===== config.mk =====
export PLATFORM = sky130hd
export DESIGN_NAME = ball_motion
export DESIGN_NICKNAME = d
export VERILOG_FILES = /design/src/rtl/ball_motion.sv
export SDC_FILE = /design/constraint.sdc
export NUM_CORES = 1
export LEC_CHECK = 0
export CAP_MARGIN = 0
export CORE_MARGIN = 1.5
export CORE_UTILIZATION = 30
export DETAILED_ROUTE_END_ITERATION = 10
export GPL_ROUTABILITY_DRIVEN = 0
export GPL_TIMING_DRIVEN = 1
export SYNTH_ARGS = -nofsm -noshare
export SYNTH_HDL_FRONTEND = slang
export SYNTH_SLANG_ARGS = --single-unit
export TNS_END_PERCENT = 1

===== constraint.sdc =====
create_clock -name clk -period 4.7 [get_ports clk]
set_input_delay 1.175 -clock clk [delete_from_list [all_inputs] [get_ports clk]]
set_output_delay 1.175 -clock clk [all_outputs]
set_load 0.02 [all_outputs]

===== src/rtl/ball_motion.sv =====
// ball_motion: ball position generator for the ball-and-paddle game.
// Advances the ball by STEP pixels per frame tick, reflects it off the
// top/bottom/right walls and the left paddle, and signals a miss when the
// ball gets past the paddle. x/y/hits/miss are all registered outputs.
module ball_motion #(
  parameter int TICK_DIV   = 416667,
  parameter int STEP       = 2,
  parameter int H_RES      = 640,
  parameter int V_RES      = 480,
  parameter int BALL_SIZE  = 8,
  parameter int PADDLE_X   = 20,
  parameter int PADDLE_H   = 64,
  parameter int MISS_TICKS = 60,
  parameter int START_X    = 60,
  parameter int START_Y    = 60
) (
  input  logic       clk,
  input  logic       rst,
  input  logic       start,
  input  logic [9:0] paddle_y,
  output logic [9:0] x,
  output logic [9:0] y,
  output logic       miss,
  output logic [7:0] hits,
  output logic       busy
);

  localparam int CW = (TICK_DIV > 1) ? $clog2(TICK_DIV) : 1;
  localparam int MW = (MISS_TICKS > 1) ? $clog2(MISS_TICKS) : 1;

  // 11-bit signed constants so every compare below is a signed compare
  localparam logic signed [10:0] STEP_C   = 11'(STEP);
  localparam logic signed [10:0] X_MAX    = 11'(H_RES - BALL_SIZE);
  localparam logic signed [10:0] Y_MAX    = 11'(V_RES - BALL_SIZE);
  localparam logic signed [10:0] PAD_X    = 11'(PADDLE_X);
  localparam logic signed [10:0] PAD_H    = 11'(PADDLE_H);
  localparam logic signed [10:0] BALL_C   = 11'(BALL_SIZE);
  localparam logic signed [10:0] START_XC = 11'(START_X);
  localparam logic signed [10:0] START_YC = 11'(START_Y);
  localparam logic [CW-1:0]      TICK_END = CW'(TICK_DIV - 1);
  localparam logic [MW-1:0]      MISS_END = MW'(MISS_TICKS - 1);

  typedef enum logic [1:0] {
    S_IDLE = 2'd0,
    S_MOVE = 2'd1,
    S_MISS = 2'd2
  } state_t;

  state_t                state_r;
  state_t                state_nxt;
  logic [CW-1:0]         tick_cnt_r;
  logic [MW-1:0]         miss_cnt_r;
  logic signed [10:0]    x_r;
  logic signed [10:0]    y_r;
  logic                  dx_r;
  logic                  dy_r;
  logic                  miss_r;
  logic [7:0]            hits_r;

  logic                  tick;
  logic                  miss_done;
  logic signed [10:0]    pad_top;
  logic signed [10:0]    x_fwd;
  logic signed [10:0]    x_back;
  logic signed [10:0]    y_fwd;
  logic signed [10:0]    y_back;
  logic signed [10:0]    x_mv;
  logic signed [10:0]    y_mv;
  logic                  dx_mv;
  logic                  dy_mv;
  logic                  hit;
  logic                  lost;

  assign tick      = (tick_cnt_r == TICK_END);
  assign miss_done = (miss_cnt_r == MISS_END);
  assign pad_top   = {1'b0, paddle_y};
  assign x_fwd     = x_r + STEP_C;
  assign x_back    = x_r - STEP_C;
  assign y_fwd     = y_r + STEP_C;
  assign y_back    = y_r - STEP_C;

  // X-axis candidate move: wall reflect, paddle hit, or miss
  always_comb begin
    x_mv  = x_r;
    dx_mv = dx_r;
    hit   = 1'b0;
    lost  = 1'b0;
    if (dx_r) begin
      if (x_fwd >= X_MAX) begin
        x_mv  = X_MAX;
        dx_mv = 1'b0;
      end else begin
        x_mv = x_fwd;
      end
    end else if (x_back > PAD_X) begin
      x_mv = x_back;
    end else if ((y_r + BALL_C > pad_top) && (y_r < pad_top + PAD_H)) begin
      x_mv  = PAD_X;
      dx_mv = 1'b1;
      hit   = 1'b1;
    end else begin
      x_mv = 11'sd0;
      lost = 1'b1;
    end
  end

  // Y-axis candidate move: bottom and top wall reflection
  always_comb begin
    y_mv  = y_r;
    dy_mv = dy_r;
    if (dy_r) begin
      if (y_fwd >= Y_MAX) begin
        y_mv  = Y_MAX;
        dy_mv = 1'b0;
      end else begin
        y_mv = y_fwd;
      end
    end else if (y_r <= STEP_C) begin
      y_mv  = 11'sd0;
      dy_mv = 1'b1;
    end else begin
      y_mv = y_back;
    end
  end

  // FSM state register
  always_ff @(posedge clk or negedge rst) begin
    if (!rst) begin
      state_r <= S_IDLE;
    end else begin
      state_r <= state_nxt;
    end
  end

  // FSM next-state logic
  always_comb begin
    state_nxt = state_r;
    case (state_r)
      S_IDLE: begin
        if (start) state_nxt = S_MOVE;
        else       state_nxt = S_IDLE;
      end
      S_MOVE: begin
        if (tick && lost) state_nxt = S_MISS;
        else              state_nxt = S_MOVE;
      end
      S_MISS: begin
        if (tick && miss_done) state_nxt = S_IDLE;
        else                   state_nxt = S_MISS;
      end
      default: state_nxt = S_IDLE;
    endcase
  end

  // FSM outputs: busy decoded straight from the state register
  always_comb begin
    case (state_r)
      S_MOVE:  busy = 1'b1;
      S_MISS:  busy = 1'b1;
      default: busy = 1'b0;
    endcase
  end

  // Tick divider, ball position/direction, miss pulse, hit counter
  always_ff @(posedge clk or negedge rst) begin
    if (!rst) begin
      tick_cnt_r <= '0;
      miss_cnt_r <= '0;
      x_r        <= START_XC;
      y_r        <= START_YC;
      dx_r       <= 1'b1;
      dy_r       <= 1'b1;
      miss_r     <= 1'b0;
      hits_r     <= 8'd0;
    end else begin
      tick_cnt_r <= tick ? '0 : tick_cnt_r + CW'(1);
      miss_r     <= 1'b0;
      case (state_r)
        S_IDLE: begin
          x_r        <= START_XC;
          y_r        <= START_YC;
          dx_r       <= 1'b1;
          dy_r       <= 1'b1;
          miss_cnt_r <= '0;
        end
        S_MOVE: begin
          if (tick) begin
            x_r  <= x_mv;
            dx_r <= dx_mv;
            if (lost) begin
              miss_r <= 1'b1;
            end else begin
              y_r  <= y_mv;
              dy_r <= dy_mv;
            end
            if (hit && (hits_r != 8'd255)) hits_r <= hits_r + 8'd1;
          end
        end
        S_MISS: begin
          if (tick) begin
            if (miss_done) begin
              miss_cnt_r <= '0;
              x_r        <= START_XC;
              y_r        <= START_YC;
              dx_r       <= 1'b1;
              dy_r       <= 1'b1;
            end else begin
              miss_cnt_r <= miss_cnt_r + MW'(1);
            end
          end
        end
        default: miss_cnt_r <= '0;
      endcase
    end
  end

  assign x    = x_r[9:0];
  assign y    = y_r[9:0];
  assign miss = miss_r;
  assign hits = hits_r;

endmodule

== After elaboration in Yosys (flattened, before gate mapping) ==
Cells that the tools add are included.

* Bits in registers: 60
* Latch bits: 0
* RAM bits: 0
* Bits in read-only memories: 0
* Input bits: 13
* Output and inout bits: 30
* Word-level logic and storage cells: 89
* Memories: 0

* $add $sub $neg: 9
* $mul: 0
* Divide/modulo/power cells: 0
* $lt $le $gt $ge: 6
* Equal/unequal tests: 9
* Shift-type cells: 0
* Muxes and demuxes: 44
* Bitwise logic cells: 1
* Reduce and logical (&&, ||, !) cells: 11

{| class="wikitable"
|+ Operator list
! operator !! number
|-
| 2-to-1 mux 11 bit || 11
|-
| case mux 11 bit (3 select lines) || 2
|-
| adder 11 x 3 -> 11 bit (second input constant) || 2
|-
| subtractor 11 x 3 -> 11 bit (second input constant) || 2
|-
| 2-to-1 mux 1 bit || 21
|-
| adder 19 x 1 -> 19 bit (second input constant) || 1
|-
| == test 19 bit (second input constant) || 1
|-
| 2-to-1 mux 19 bit || 1
|-
| 2-to-1 mux 6 bit || 2
|-
| case mux 6 bit (2 select lines) || 1
|-
| adder 10 x 7 -> 11 bit (second input constant) || 1
|-
| adder 11 x 5 -> 11 bit (second input constant) || 1
|-
| greater-or-equal comparator 11 x 10 -> 1 bit (second input constant) || 1
|-
| greater-or-equal comparator 11 bit (second input constant) || 1
|-
| greater-than comparator 11 bit || 1
|-
| greater-than comparator 11 x 6 -> 1 bit (second input constant) || 1
|-
| less-or-equal comparator 11 x 3 -> 1 bit (second input constant) || 1
|-
| less-than comparator 11 bit || 1
|-
| adder 8 x 1 -> 8 bit (second input constant) || 1
|-
| != test 2 bit (second input constant) || 4
|-
| != test 8 bit (second input constant) || 1
|-
| adder 6 x 1 -> 6 bit (second input constant) || 1
|-
| == test 6 bit (second input constant) || 1
|-
| case mux 1 bit (3 select lines) || 2
|-
| 14 further kinds || 18
|}

== Longest topological paths before layout ==
Gate-level depths: netlist of the first run.

* Depth after elaboration: 9
* Depth in mapped cells: 12
* Mapped depth without buffers: 11

== Worst setup path before layout of the first run ==
No wires, ideal clock.

* Path type: input -> register
* Start: input port paddle_y[6]
* End: register hits_r[1], in the netlist hits[1]
* Setup time: 125 ps
* Arrival: 3,491 ps
* Required time: 4,575 ps
* Setup slack: 1,084 ps
* Stages: 10
* Buffers on the path: 0
* Path through: ha_1 -> xnor2_1 -> ha_1 -> a21o_1 -> nand2_1 -> a31oi_1 -> or4_4 -> a2111oi_4 -> and2_4 -> mux2_4

* Cells in the longest elaborated chain, start to end: 8
* Elaborated cells between the ends (all ways): 9
* Those cells by class: add/sub (1); order compare (2); mux (3); reduce/logical (3)

{| class="wikitable"
|+ RTL lines
! element !! RTL line !! RTL
|-
| start: declaration || 20 || <nowiki>input logic [9:0] paddle_y,</nowiki>
|-
| adder 10 x 7 -> 11 bit || 97 || <nowiki>end else if ((y_r + BALL_C > pad_top) && (y_r < pad_top + PAD_H)) begin</nowiki>
|-
| less-than comparator 11 bit || 97 ||
|-
| logical AND 1 bit * || 97 ||
|-
| 2-to-1 mux 1 bit * || 97 ||
|-
| 2-to-1 mux 1 bit * || 95 || <nowiki>end else if (x_back > PAD_X) begin</nowiki>
|-
| 2-to-1 mux 1 bit * || 88 || <nowiki>if (dx_r) begin</nowiki>
|-
| logical AND 1 bit * || 196 || <nowiki>if (hit && (hits_r != 8'd255)) hits_r <= hits_r + 8'd1;</nowiki>
|-
| AND reduction 3 bit (no line) * || -- ||
|-
| end signal: assignment || 196 ||
|-
| end: declaration || 58 || <nowiki>logic [7:0] hits_r;</nowiki>
|}

Every way passes the cells marked *; elsewhere a longest branch is shown, timed or not.
A chain may end at the register's enable or synchronous reset.

== Final worst setup path of the first run ==
* Start: input port paddle_y[6]
* End: register dy_r

* Cells in the longest elaborated chain, start to end: 8
* Elaborated cells between the ends (all ways): 9
* Those cells by class: add/sub (1); order compare (2); eq/ne (1); mux (3); reduce/logical (2)

{| class="wikitable"
|+ RTL lines
! element !! RTL line !! RTL
|-
| adder 10 x 7 -> 11 bit || 97 ||
|-
| less-than comparator 11 bit || 97 ||
|-
| logical AND 1 bit * || 97 ||
|-
| 2-to-1 mux 1 bit * || 97 ||
|-
| 2-to-1 mux 1 bit * || 95 ||
|-
| 2-to-1 mux 1 bit * || 88 ||
|-
| != test 2 bit (no line) * || -- ||
|-
| AND reduction 5 bit (no line) * || -- ||
|-
| end signal: assignment || 194 || <nowiki>dy_r <= dy_mv;</nowiki>
|-
| end: declaration || 56 || <nowiki>logic dy_r;</nowiki>
|}

Marked as above.

==> flow_summary_export.csv, run 1 <==
group,metric,value,unit
clock_tree,cts_hold_buf,0,
clock_tree,postCtsSetupRepairBufs,0,
routing,drtIter0Drc,343,
floorplan,start_util,0.304,
pwr,p_sw_frac,0.284,
sta,setup_viol,0,
sta,worst_slew_pin_slew,0.923,ns
global_routing,grt_antenna_before_repair,0,
worst_hold_path,min_from,"tick_cnt_r[0]$_DFF_PN0_",
sta,slew_headroom,0.385,
sta,clock.fmax,252,MHz
outcome,status,"completed",
clock_tree,h-tree-depth,3,
synth,synthArstFlopShare,1.00,
pwr,power.leakage,0.00232,µW
synth,avgSynthCellArea,8.37,µm²
routing,vias,4307,
worst_hold_path,hold_path_end,"tick_cnt_r[0]$_DFF_PN0_",
routing,vias_per_cell,5.36,
synth,synth_ff_type,"dfrtp_1",
layout,fin_nets,629,
global_routing,grt.total_usage,0.146,
worst_hold_path,hold_path.class,"reg -> reg",
synth,synth-seq-cells,58,
clock_tree,clock_sinks,58,
pwr,sequentialPowerShare,0.378,
pwr,p_sw,429,µW
place,port_buffers,40,
sta,fin_skew,0.00381,ns
synth,yosys_warnings,0,
critical_path,reg2reg_slack,1.00,ns
critical_path,critPathLaunchType,"input port",
layout,drive_above_1_share,0.0833,
routing,finalWirelength,12100,µm
sta,rsz0062_at_grt,"no",
global_routing,grt_pass1_vias,4054,
critical_path,regToRegStartpoint,"y_r[5]$_DFFE_PN1P_",
synth,yosysMostFrequentCell,"nor2_1",
critical_path,crit_type,"in -> reg",
sta,hold_viol,0,
global_routing,grt_pass1_wl,20100,µm
floorplan,ioPinCount,43,
synth,synth_common_cells,"nor2_1, dfrtp_1, nand2_1, ha_1",
synth,synth_top_cell_area_share,0.250,
critical_path,required,4.95,ns
clock_tree,cts.path.max_buffers,2,
synth,yosysUniqueCellTypes,78,
sta,hold_ws,0.485,ns
critical_path,crit_path_end_kind,"flop",
pwr,p_comb_frac,0.192,
worst_hold_path,min_path_cells,1,
place,dp_hpwl,8770,µm
layout,seq_area,1460,µm²
sta,maxSlewViolCount,0,
pwr,ir_worst_vdd,0.000186,V
synth,syn_inst,573,
pwr,p_per_area,273,nW/µm²
floorplan,coreArea,15800,µm²
clock_tree,ctsResizeCount,0,
floorplan,die_h,129,µm
clock_tree,clk_latency,0.32,ns
synth,yosysSeqAreaShare,0.305,
floorplan,dieArea,16800,µm²
sta,fin_crit,3.97,ns
layout,area_delta_synth_final,15.3,%
floorplan,die_w,129,µm
job,maxCapViolations,0,
routing,routedWlPerCell,15.0,µm
global_routing,grt_max_degree,58,
critical_path,worstRegToRegCells,11,
critical_path,rr_endpoint,"dy_r$_DFFE_PN1P_",
floorplan,rows,46,
global_routing,overflow,0,
layout,nFillCells,1626,
critical_path,crit_arrival,4.21,ns
layout,antenna_cells,0,
synth,synth_largest_area_cell,"dfrtp_1",
pwr,p_int,1080,µW
sta,setup_tns,0,ns
synth,synth_edf_count,0,
clock_tree,cts_root_buf,"clkbuf_16",
layout,multi_input_area,2960,µm²
clock_tree,cts_tree,"yes",
clock_tree,clk_pin_slew,0.05,ns
clock_tree,cts_buffers,9,
synth,synth_area_leaders,"dfrtp_1, ha_1, dfstp_2, xnor2_1, nor2_1",
synth,syn-cell-area,4800,µm²
routing,drc,0,
sta,fin_crit_sh,0.844,
critical_path,path_max_fanout,10,
routing,firstDrtPassIters,5,
routing,antenna_left,0,
pwr,clkPwrFrac,0.430,
-- worst max-delay path, cell delays in order --
cell	delay, ns
clkdlybuf4s50_1	0.47
ha_1	0.26
xnor2_1	0.14
ha_1	0.29
a21o_1	0.19
nand2_1	0.06
a31oi_1	0.07
or4_4	0.47
o221a_2	0.38
a21oi_4	0.31
mux2_2	0.37
-- power groups by stage --
stage                     clock (µW)  combinational, µW  sequential [µW]
after floorplan                    0                252              537
after global placement             0                280              576
after detailed placement           0                287              577
after CTS                        659                288              570
after global routing             682                322              574
final                            649                289              571
-- per-stage QoR --
step | utilization | cell area [µm²] | total power (µW) | setup WS (ns) | instances
finish | 0.351 | 5530 | 1510 | 0.733 | 804
global route | 0.351 | 5530 | 1580 | 0.530 | 804
CTS | 0.351 | 5530 | 1520 | 0.721 | 804
detailed placement | 0.332 | 5240 | 864 | 0.407 | 788
global placement | 0.332 | 5240 | 855 | 0.493 | 788
floorplan | - | 4800 | 789 | 1.08 | 574
-- cell families (layout without fill, tap and decap cells) --
family	after synthesis	in the layout	synth area share
adders and majority gates	33	33	0.0861
other	1	2	0.000782
DFF	58	58	0.305
AOI/OAI and AO/OA	121	121	0.184
muxes	6	6	0.0141
and+or+nand+nor	229	229	0.245
buffers and inverters	78	92	0.0798
xor gates and xnor gates	47	47	0.0858
-- worst max path at each step --
stage                      from                  end  slack (ns)
detailed placement  paddle_y[6]     dy_r$_DFFE_PN1P_        0.41
floorplan           paddle_y[6]  hits[1]$_DFFE_PN0P_        1.08
global route        paddle_y[6]  y_r[10]$_DFFE_PN0P_        0.53
CTS                 paddle_y[6]     dy_r$_DFFE_PN1P_        0.72
global placement    paddle_y[6]     dy_r$_DFFE_PN1P_        0.49
finish              paddle_y[6]     dy_r$_DFFE_PN1P_        0.73
-- flip-flops by register name, indices dropped and copies added, names as in the netlist --
signal,flops
tick_cnt_r,19
x_r,10
y_r,10
hits,8
miss_cnt_r,6
state_r,2
dx_r,1
dy_r,1
miss,1
-- per-layer routing --
metal  GRT usage  up-vias  part of all wire
met4      0.0458        0             0.012
li1            -     2067                 -
met3      0.0211       14             0.060
met2       0.236      150              0.46
met1       0.202     2076              0.46
met5           0        -                 0
-- placed cells by master (no fill, tap or decap), types with 5 or more instances in the layout --
master / count
xor2_1: 17
ha_1: 33
o211ai_1: 5
and2_1: 6
a21oi_1: 21
clkdlybuf4s50_1: 39
nand2_1: 46
and3_1: 11
nor4_1: 7
nor2_1: 54
nor3_1: 21
xnor2_1: 30
o31ai_1: 5
o21ai_0: 25
dfrtp_1: 48
clkbuf_16: 9
o22ai_1: 5
nand3_1: 32
or3_1: 8
dfstp_2: 10
nand4_1: 12
nand2b_1: 7
inv_1: 32
-- cell type report --
type                    instances  share of cell area
multi-input cells             438               0.534
flip-flops and latches         58               0.265
repair buffers                 44              0.0769
well taps                     216              0.0488
clock buffers                  14              0.0477
inverters                      32              0.0217
clock inverters                 2             0.00633
Note: power is estimated with default switching activity, not from simulation.
==> inputs of run 2 (changes only) <==
- clock period: 4.7 -> 3.51 ns (I/O delays scaled with it)
==> run 2 against run 1 <==
Compared with the run above:
- first-iteration DRC count fell by 11%
- largest cell class unchanged
- setup slack lost 0.65 ns
- sequential cell count is the same
- cell area rose by 2.7%
- critical path type unchanged
==> flow_summary_export.csv, run 2 (same netlist as run 1, synthesis figures left out) <==
group,metric,value,unit
layout,antenna_cells,0,
clock_tree,cts.path.max_buffers,2,
place,dp_hpwl,9030,µm
layout,largest_register_ffs,19,
sta,fin_crit_sh,0.977,
critical_path,path_max_fanout,6,
place,detailed_place.area,5370,µm²
clock_tree,cts_hold_buf,0,
sta,finalWorstSetupSlack,0.0806,ns
clock_tree,h-tree-depth,3,
layout,layout_common_cells,"nor2_1, dfrtp_1, nand2_1",
layout,top_regs,"tick_cnt_r x19, x_r x10, y_r x10",
clock_tree,cts_tree,"yes",
critical_path,required,3.75,ns
pwr,p_sw,577,µW
pwr,power.leakage,0.00241,µW
critical_path,startpoint,"paddle_y[7]",
routing,drtIter0Drc,304,
pwr,clkPwrFrac,0.425,
layout,final_common_cell,"nor2_1",
routing,vias,4317,
routing,drc,0,
layout,area_delta_synth_final,18.5,%
job,maxCapViolations,0,
floorplan,rows,46,
floorplan,die_w,129,µm
worst_hold_path,min_from,"tick_cnt_r[6]$_DFF_PN0_",
routing,antenna_left,0,
layout,fin_nets,647,
floorplan,coreArea,15800,µm²
place,port_buffers,40,
pwr,ir_worst_vdd,0.000226,V
sta,setup_tns,0,ns
sta,rsz0062_at_grt,"no",
global_routing,grt_max_degree,38,
clock_tree,postCtsSetupRepairBufs,0,
clock_tree,ctsResizeCount,0,
floorplan,ioPinCount,43,
layout,final_cells,822,
global_routing,grt.total_usage,0.151,
pwr,p_comb_frac,0.206,
critical_path,crit_path_end_kind,"flop",
layout,design_area,5690,µm²
floorplan,start_util,0.304,
floorplan,dieArea,16800,µm²
place,place_inst,806,
global_routing,overflow,0,
clock_tree,clk_latency,0.32,ns
global_routing,grt_pass1_vias,4147,
place,preCtsSetupSlack,-0.279,ns
sta,fin_crit,3.43,ns
routing,vias_per_cell,5.25,
clock_tree,cts_buffers,9,
sta,worst_slew_pin_slew,0.830,ns
critical_path,regToRegStartpoint,"y_r[4]$_DFFE_PN1P_",
critical_path,crit_arrival,3.67,ns
sta,maxSlewViolCount,0,
outcome,status,"completed",
layout,largest-register,"tick_cnt_r",
pwr,p_sw_frac,0.285,
sta,hold_viol,0,
clock_tree,cts_root_buf,"clkbuf_16",
sta,setup_viol,0,
global_routing,grt_pass1_wl,20600,µm
sta,clock.fmax,292,MHz
pwr,p_int,1440,µW
critical_path,crit_type,"in -> reg",
global_routing,grt_antenna_before_repair,0,
routing,firstDrtPassIters,5,
sta,fin_skew,0.00656,ns
worst_hold_path,hold_path.class,"reg -> reg",
routing,routedWlPerCell,14.9,µm
layout,drive_above_1_share,0.114,
clock_tree,clock_sinks,58,
sta,slew_headroom,0.447,
sta,hold_ws,0.496,ns
pwr,sequentialPowerShare,0.369,
pwr,p_per_area,355,nW/µm²
floorplan,die_h,129,µm
clock_tree,clk_pin_slew,0.05,ns
critical_path,critPathLaunchType,"input port",
routing,finalWirelength,12300,µm
-- run 2: cell count changes in the layout (fill, tap and decap cells not counted) --
cell and change:
bufinv_16 -1, buf_6 +1, clkbuf_8 +3, o221a_2 -1, o221a_4 +1, buf_4 +17, clkbuf_1 -2
-- run 2: metal layers --
metal  track usage  vias to the layer above  share of wire
li1              -                     2107              -
met1         0.213                     2073           0.49
met2         0.239                      128           0.45
met3        0.0264                        9          0.053
met4        0.0405                        0         0.0081
met5             0                        -              0
-- run 2: power groups by stage --
stage / registers (µW) / clock network (µW) / logic, µW
3_3_place_gp: 752 / 0 / 406
4_1_cts: 744 / 879 / 417
6_report: 745 / 859 / 417
5_1_grt: 750 / 908 / 460
3_5_place_dp: 754 / 0 / 416
2_1_floorplan: 719 / 0 / 337
-- run 2: area by class of cell --
cell class                      instances  area (µm²)
Clock buffer                           15         298
Clock inverter                          1        5.00
Fill cell                            1651       10100
Inverter                               32         120
Multi-Input combinational cell        438        2960
Sequential cell                        58        1460
Tap cell                              216         270
Timing Repair Buffer                   62         564
-- run 2: per-stage QoR --
step | total power (µW) | utilization
CTS | 2040 | 0.360
finish | 2020 | 0.361
global route | 2120 | 0.361
floorplan | 1060 | -
detailed placement | 1170 | 0.341
global placement | 1160 | 0.341
-- run 2: worst paths after layout --
path,cells after the start,slack [ns],endpoint
worst max-delay path,11,0.08,dy_r$_DFFE_PN1P_
worst min-delay path,1,0.50,tick_cnt_r[6]$_DFF_PN0_
worst max register to register,11,0.27,dy_r$_DFFE_PN1P_
worst min register to register,1,0.50,tick_cnt_r[6]$_DFF_PN0_
max in group asynchronous,2,2.05,miss_cnt_r[2]$_DFFE_PN0P_
min in group asynchronous,1,0.66,hits[4]$_DFFE_PN0P_
-- run 2: critical path, stage by stage --
cell and delay (ns):
clkdlybuf4s50_1 0.46, ha_1 0.22, xnor2_1 0.13, ha_1 0.29, a21o_1 0.18, nand2_1 0.06, a31oi_1 0.08, or4_4 0.49
o221a_4 0.33, a21oi_4 0.19, mux2_2 0.36
==> variant 1, RTL diff (settings of run 2) <==
Reset style: synchronous (`rst`), changed in 2 clocked blocks.
--- a/src/rtl/ball_motion.sv
+++ b/src/rtl/ball_motion.sv
@@ -124,7 +124,7 @@
   end
 
   // FSM state register
-  always_ff @(posedge clk or negedge rst) begin
+  always_ff @(posedge clk) begin
     if (!rst) begin
       state_r <= S_IDLE;
     end else begin
@@ -162,7 +162,7 @@
   end
 
   // Tick divider, ball position/direction, miss pulse, hit counter
-  always_ff @(posedge clk or negedge rst) begin
+  always_ff @(posedge clk) begin
     if (!rst) begin
       tick_cnt_r <= '0;
       miss_cnt_r <= '0;
Behaviour: differs if rst is asserted again (counterexample within 4 cycles, from zero or initial values and one cycle with rst low); with rst held inactive, the same outputs for 10 cycles.
==> variant 1 against run 2 <==
  * Register-to-register slack better by 0.21 ns
  * Design area decreased by 6.1%
  * Maximum frequency grew 6.8%
  * Count of clock-buffer cells in the layout decreased by 5
  * Sequential power shrank 8.2%
  * Sequential cell count did not move
  * Routed wire length fell by 11%
  * Worst setup slack improved by 0.22 ns
  * Power fell by 16%
  * Area after synthesis is 5.3% lower
  * Sequential share of layout area shrank 4.0 points
  * Critical path type unchanged
  * Critical endpoint is now hits[7]$_SDFFE_PN0P_
==> variant 1: results (changes against run 2) <==
[drt]
firstDrtPassIters=7  ; +2
vias_per_cell=5.21  ; -0.75%
wire_per_inst_um=13.4  ; -10%
first_iter_violations=215  ; -29%

[placement]
hpwl_mm=8.11  ; -10%
placed_area_um2=5050  ; -5.9%

[global_route]
grt_pass1_vias=3977  ; -4.1%
grt_pass1_wl_mm=18.6  ; -9.9%
grt.total_usage_pct=14.0  ; -1.1 points

[pwr]
swShare_pct=26.3  ; -2.3 points
powerSeq_mw=0.684  ; -8.2%
vdd_ir_drop_max_mv=0.278  ; +23%
p_clk_share_pct=47.2  ; +4.7 points

[final_layout]
drive_gt1_share_pct=8.31  ; -3.1 points
nNetsFinal=667  ; +3.1%

[synth]
synth_top_area_share_pct=25.5  ; +0.51 points
async_reset_ff_share_pct=0  ; -100 points
yosys.cell_types.count=66  ; -15%
ys.flop_type=dfxtp_1
ys_seq_area_share_pct=25.5  ; -5.0 points
netlist_top_cells_count=72 x nor2_1, 58 x dfxtp_1, 51 x nand2_1

[setup_path]
r2r-end=y_r[1]$_SDFFE_PN0P_
timing.rr.start=tick_cnt_r[10]$_SDFF_PP0_
cp-startpoint=paddle_y[6]
rrSetupSlack_ns=0.48  ; +0.21 ns
cp.arrival_ns=3.46  ; -0.21 ns
cp-endpoint=hits[7]$_SDFFE_PN0P_
worstPathMaxFanout=7  ; +1
reg2regPathDepth=9  ; -2

[timing]
slew_headroom_pct=56.4  ; +12 points
finClkSkew_ns=0.00644  ; -0.000118 ns

[hold_path]
min_to=tick_cnt_r[0]$_SDFF_PP0_

[outcome]
status=finished, final reports clean

-- variant 1: changes by cell type after synthesis, sizes merged, moves of 5 or more --
cell / delta
a21oi: +9
or4: +6
dfstp: -10
xnor2: -8
xor2: +10
nor2: +18
dfxtp: +58
nand2: +5
dfrtp: -48
a31oi: +8
-- variant 1: cell families after synthesis --
group | Yosys count | synth area share (%)
AOI/OAI and AO/OA | 115 | 16.8
buffers and inverters | 82 | 8.73
and+or+nand+nor | 260 | 29.9
DFF | 58 | 25.5
adders and majority gates | 33 | 9.08
xor gates and xnor gates | 49 | 9.44
muxes | 2 | 0.440
other | 1 | 0.0825
-- variant 1: per-layer routing --
metal	global-route usage, %	vias to the layer above	wire (um)
li1	-	2146	-
met1	18.6	1955	5240
met2	22.7	109	5040
met3	2.76	12	437
met4	4.94	0	160
met5	0	-	0
-- variant 1: stage by stage --
stage / setup WS (ns) / util (%) / hold WS [ns] / instances
2_1_floorplan: 0.493 / - / 0.430 / 601
3_3_place_gp: -0.0213 / 34.5 / 0.444 / 794
3_5_place_dp: -0.0717 / 34.5 / 0.461 / 794
4_1_cts: 0.254 / 36.4 / 0.473 / 810
5_1_grt: 0.0207 / 36.4 / 0.486 / 810
6_report: 0.300 / 36.4 / 0.473 / 810
-- variant 1: final cells by class --
cell class / instances / area [um^2]
repair buffers: 58 / 548
clock inverters: 6 / 41.3
flip-flops and latches: 58 / 1160
inverters: 33 / 124
multi-input cells: 461 / 2990
fillers: 1512 / 9310
well taps: 184 / 230
clock buffers: 10 / 239
-- variant 1: critical path, cell delays in order --
cell and delay (ns):
clkdlybuf4s50_1 0.42, ha_1 0.24, xnor2_1 0.14, ha_1 0.30, a21o_1 0.18, nand2_1 0.06
a31oi_1 0.08, nor3_1 0.23, and3_2 0.27, nand3_4 0.10, or4_1 0.41, a21oi_1 0.15
==> variant 2, RTL diff (flow settings as in run 2) <==
Made on the original files. Change the parameter `MISS_TICKS` from 60 to 120.
--- a/src/rtl/ball_motion.sv
+++ b/src/rtl/ball_motion.sv
@@ -10,7 +10,7 @@
   parameter int BALL_SIZE  = 8,
   parameter int PADDLE_X   = 20,
   parameter int PADDLE_H   = 64,
-  parameter int MISS_TICKS = 60,
+  parameter int MISS_TICKS = 120,
   parameter int START_X    = 60,
   parameter int START_Y    = 60
 ) (
Function: same outputs for any inputs over 10 cycles, from zero or initial values and one cycle with rst low; that may be too few to reach the edited logic, so the function may still have changed.
==> variant 2 against run 2 <==
  * Worst setup slack improved by 0.067 ns
  * Sequential cell count rose by 1
  * Area after synthesis is the same
  * Routed wire length is 2.7% lower
  * Via count shrank 1.1%
  * Design area rose by 1.3%
  * Sequential share of layout area grew 0.10 points
  * Largest cell class unchanged
Power is not compared: it rests on default switching activity, and its combinational part moved more than twofold at a synthesized area within 25%.
==> variant 2: results (changes against run 2) <==
[outcome]
status=finished, final reports clean

[clocking]
cts_max_path_buffers=2  ; unchanged

[setup_path]
crit_family=buffers and inverters
r2r-end=hits[1]$_DFFE_PN0P_
cp.arrival_ns=3.57  ; -0.10 ns
worstPathMaxFanout=8  ; +2
rrSetupSlack_ns=0.34  ; +0.07 ns
cpMaxStageDelayCell=clkdlybuf4s50_1
max_stage_delay_ns=0.49  ; about the same
reg2regPathDepth=14  ; +3

[synth]
yosys-top-cells-area=dfrtp_1 26%, ha_1 8.6%, xnor2_1 5.7%, dfstp_2 5.5%, nor2_1 3.8%
yosysWarnings=0  ; unchanged
yosys.cell_types.count=76  ; -2.6%
avgSynthCellArea_um2=8.60  ; +2.7%
ys_seq_area_share_pct=31.0  ; +0.52 points
netlist_top_cells_count=49 x dfrtp_1, 49 x nor2_1, 42 x nand2_1

[placement]
placed_cells=800  ; -0.74%
pre_cts_ws_ns=-0.201  ; +0.0778 ns
hpwl_mm=8.81  ; -2.4%

[drt]
firstDrtPassIters=5  ; unchanged
vias_per_cell=5.23  ; -0.34%
wire_per_inst_um=14.6  ; -2.0%
drt_wl_total_mm=12.0  ; -2.7%
first_iter_violations=327  ; +7.6%

[pwr]
vdd_ir_drop_max_mv=0.173

[final_layout]
nNetsFinal=641  ; -0.93%
nFillCells=1609  ; -2.5%

[global_route]
grt.total_usage_pct=14.8  ; -0.33 points
grt_pass1_wl_mm=20.1  ; -2.6%
grt_pass1_vias=4192  ; +1.1%
grt_max_degree=33  ; -13%

[timing]
whs_ns=0.376  ; -0.120 ns
finClkSkew_ns=0.0101  ; +0.00353 ns
worstMarginPinSlew_ns=0.671  ; -0.159 ns

[hold_path]
hold_class=in -> async

## variant 2: worst max path at each step
stage,depth (start not counted),to,startpoint,slack (ns)
after floorplan,12,y_r[4]$_DFFE_PN1P_,y_r[5]$_DFFE_PN1P_,0.28
after global placement,11,y_r[1]$_DFFE_PN0P_,paddle_y[1],-0.11
after detailed placement,12,hits[1]$_DFFE_PN0P_,paddle_y[6],-0.20
after CTS,12,hits[1]$_DFFE_PN0P_,paddle_y[6],0.14
after global routing,12,hits[1]$_DFFE_PN0P_,paddle_y[6],0.03
final,12,hits[1]$_DFFE_PN0P_,paddle_y[6],0.15
## variant 2: through the flow
stage	power [mW]	area (um^2)
after global routing	1.79	5760
final	1.73	5760
after detailed placement	0.789	5430
after floorplan	0.733	4800
after global placement	0.786	5430
after CTS	1.75	5760
## variant 2: kinds of logic after synthesis
logic type,after synthesis,share of synthesized area (%)
and+or+nand+nor,199,21.8
muxes,4,0.887
adders and majority gates,33,8.61
DFF,59,31.0
other,1,0.0782
xor gates and xnor gates,52,9.65
AOI/OAI and AO/OA,129,19.5
buffers and inverters,81,8.45
## variant 2: report_power, final
group	switching (mW)	internal (mW)	total [mW]
Combinational	0.0496	0.0458	0.0953
Clock	0.295	0.658	0.953
Sequential	0	0.682	0.682
Total	0.345	1.39	1.73
## variant 2: per-layer routing
metal  vias up  wire length, um  track usage [%]
met3        23              520             3.39
met1      2063             5490             19.0
met2       124             5710             24.0
li1       2061                -                -
met4         0              236             6.21
met5         -                0                0
## variant 2: area by class of cell
class | instances | area share [%]
repair buffers | 72 | 11.0
clock buffers | 12 | 4.45
well taps | 216 | 4.69
multi-input cells | 419 | 50.5
inverters | 34 | 2.22
clock inverters | 4 | 1.26
flip-flops and latches | 59 | 25.9
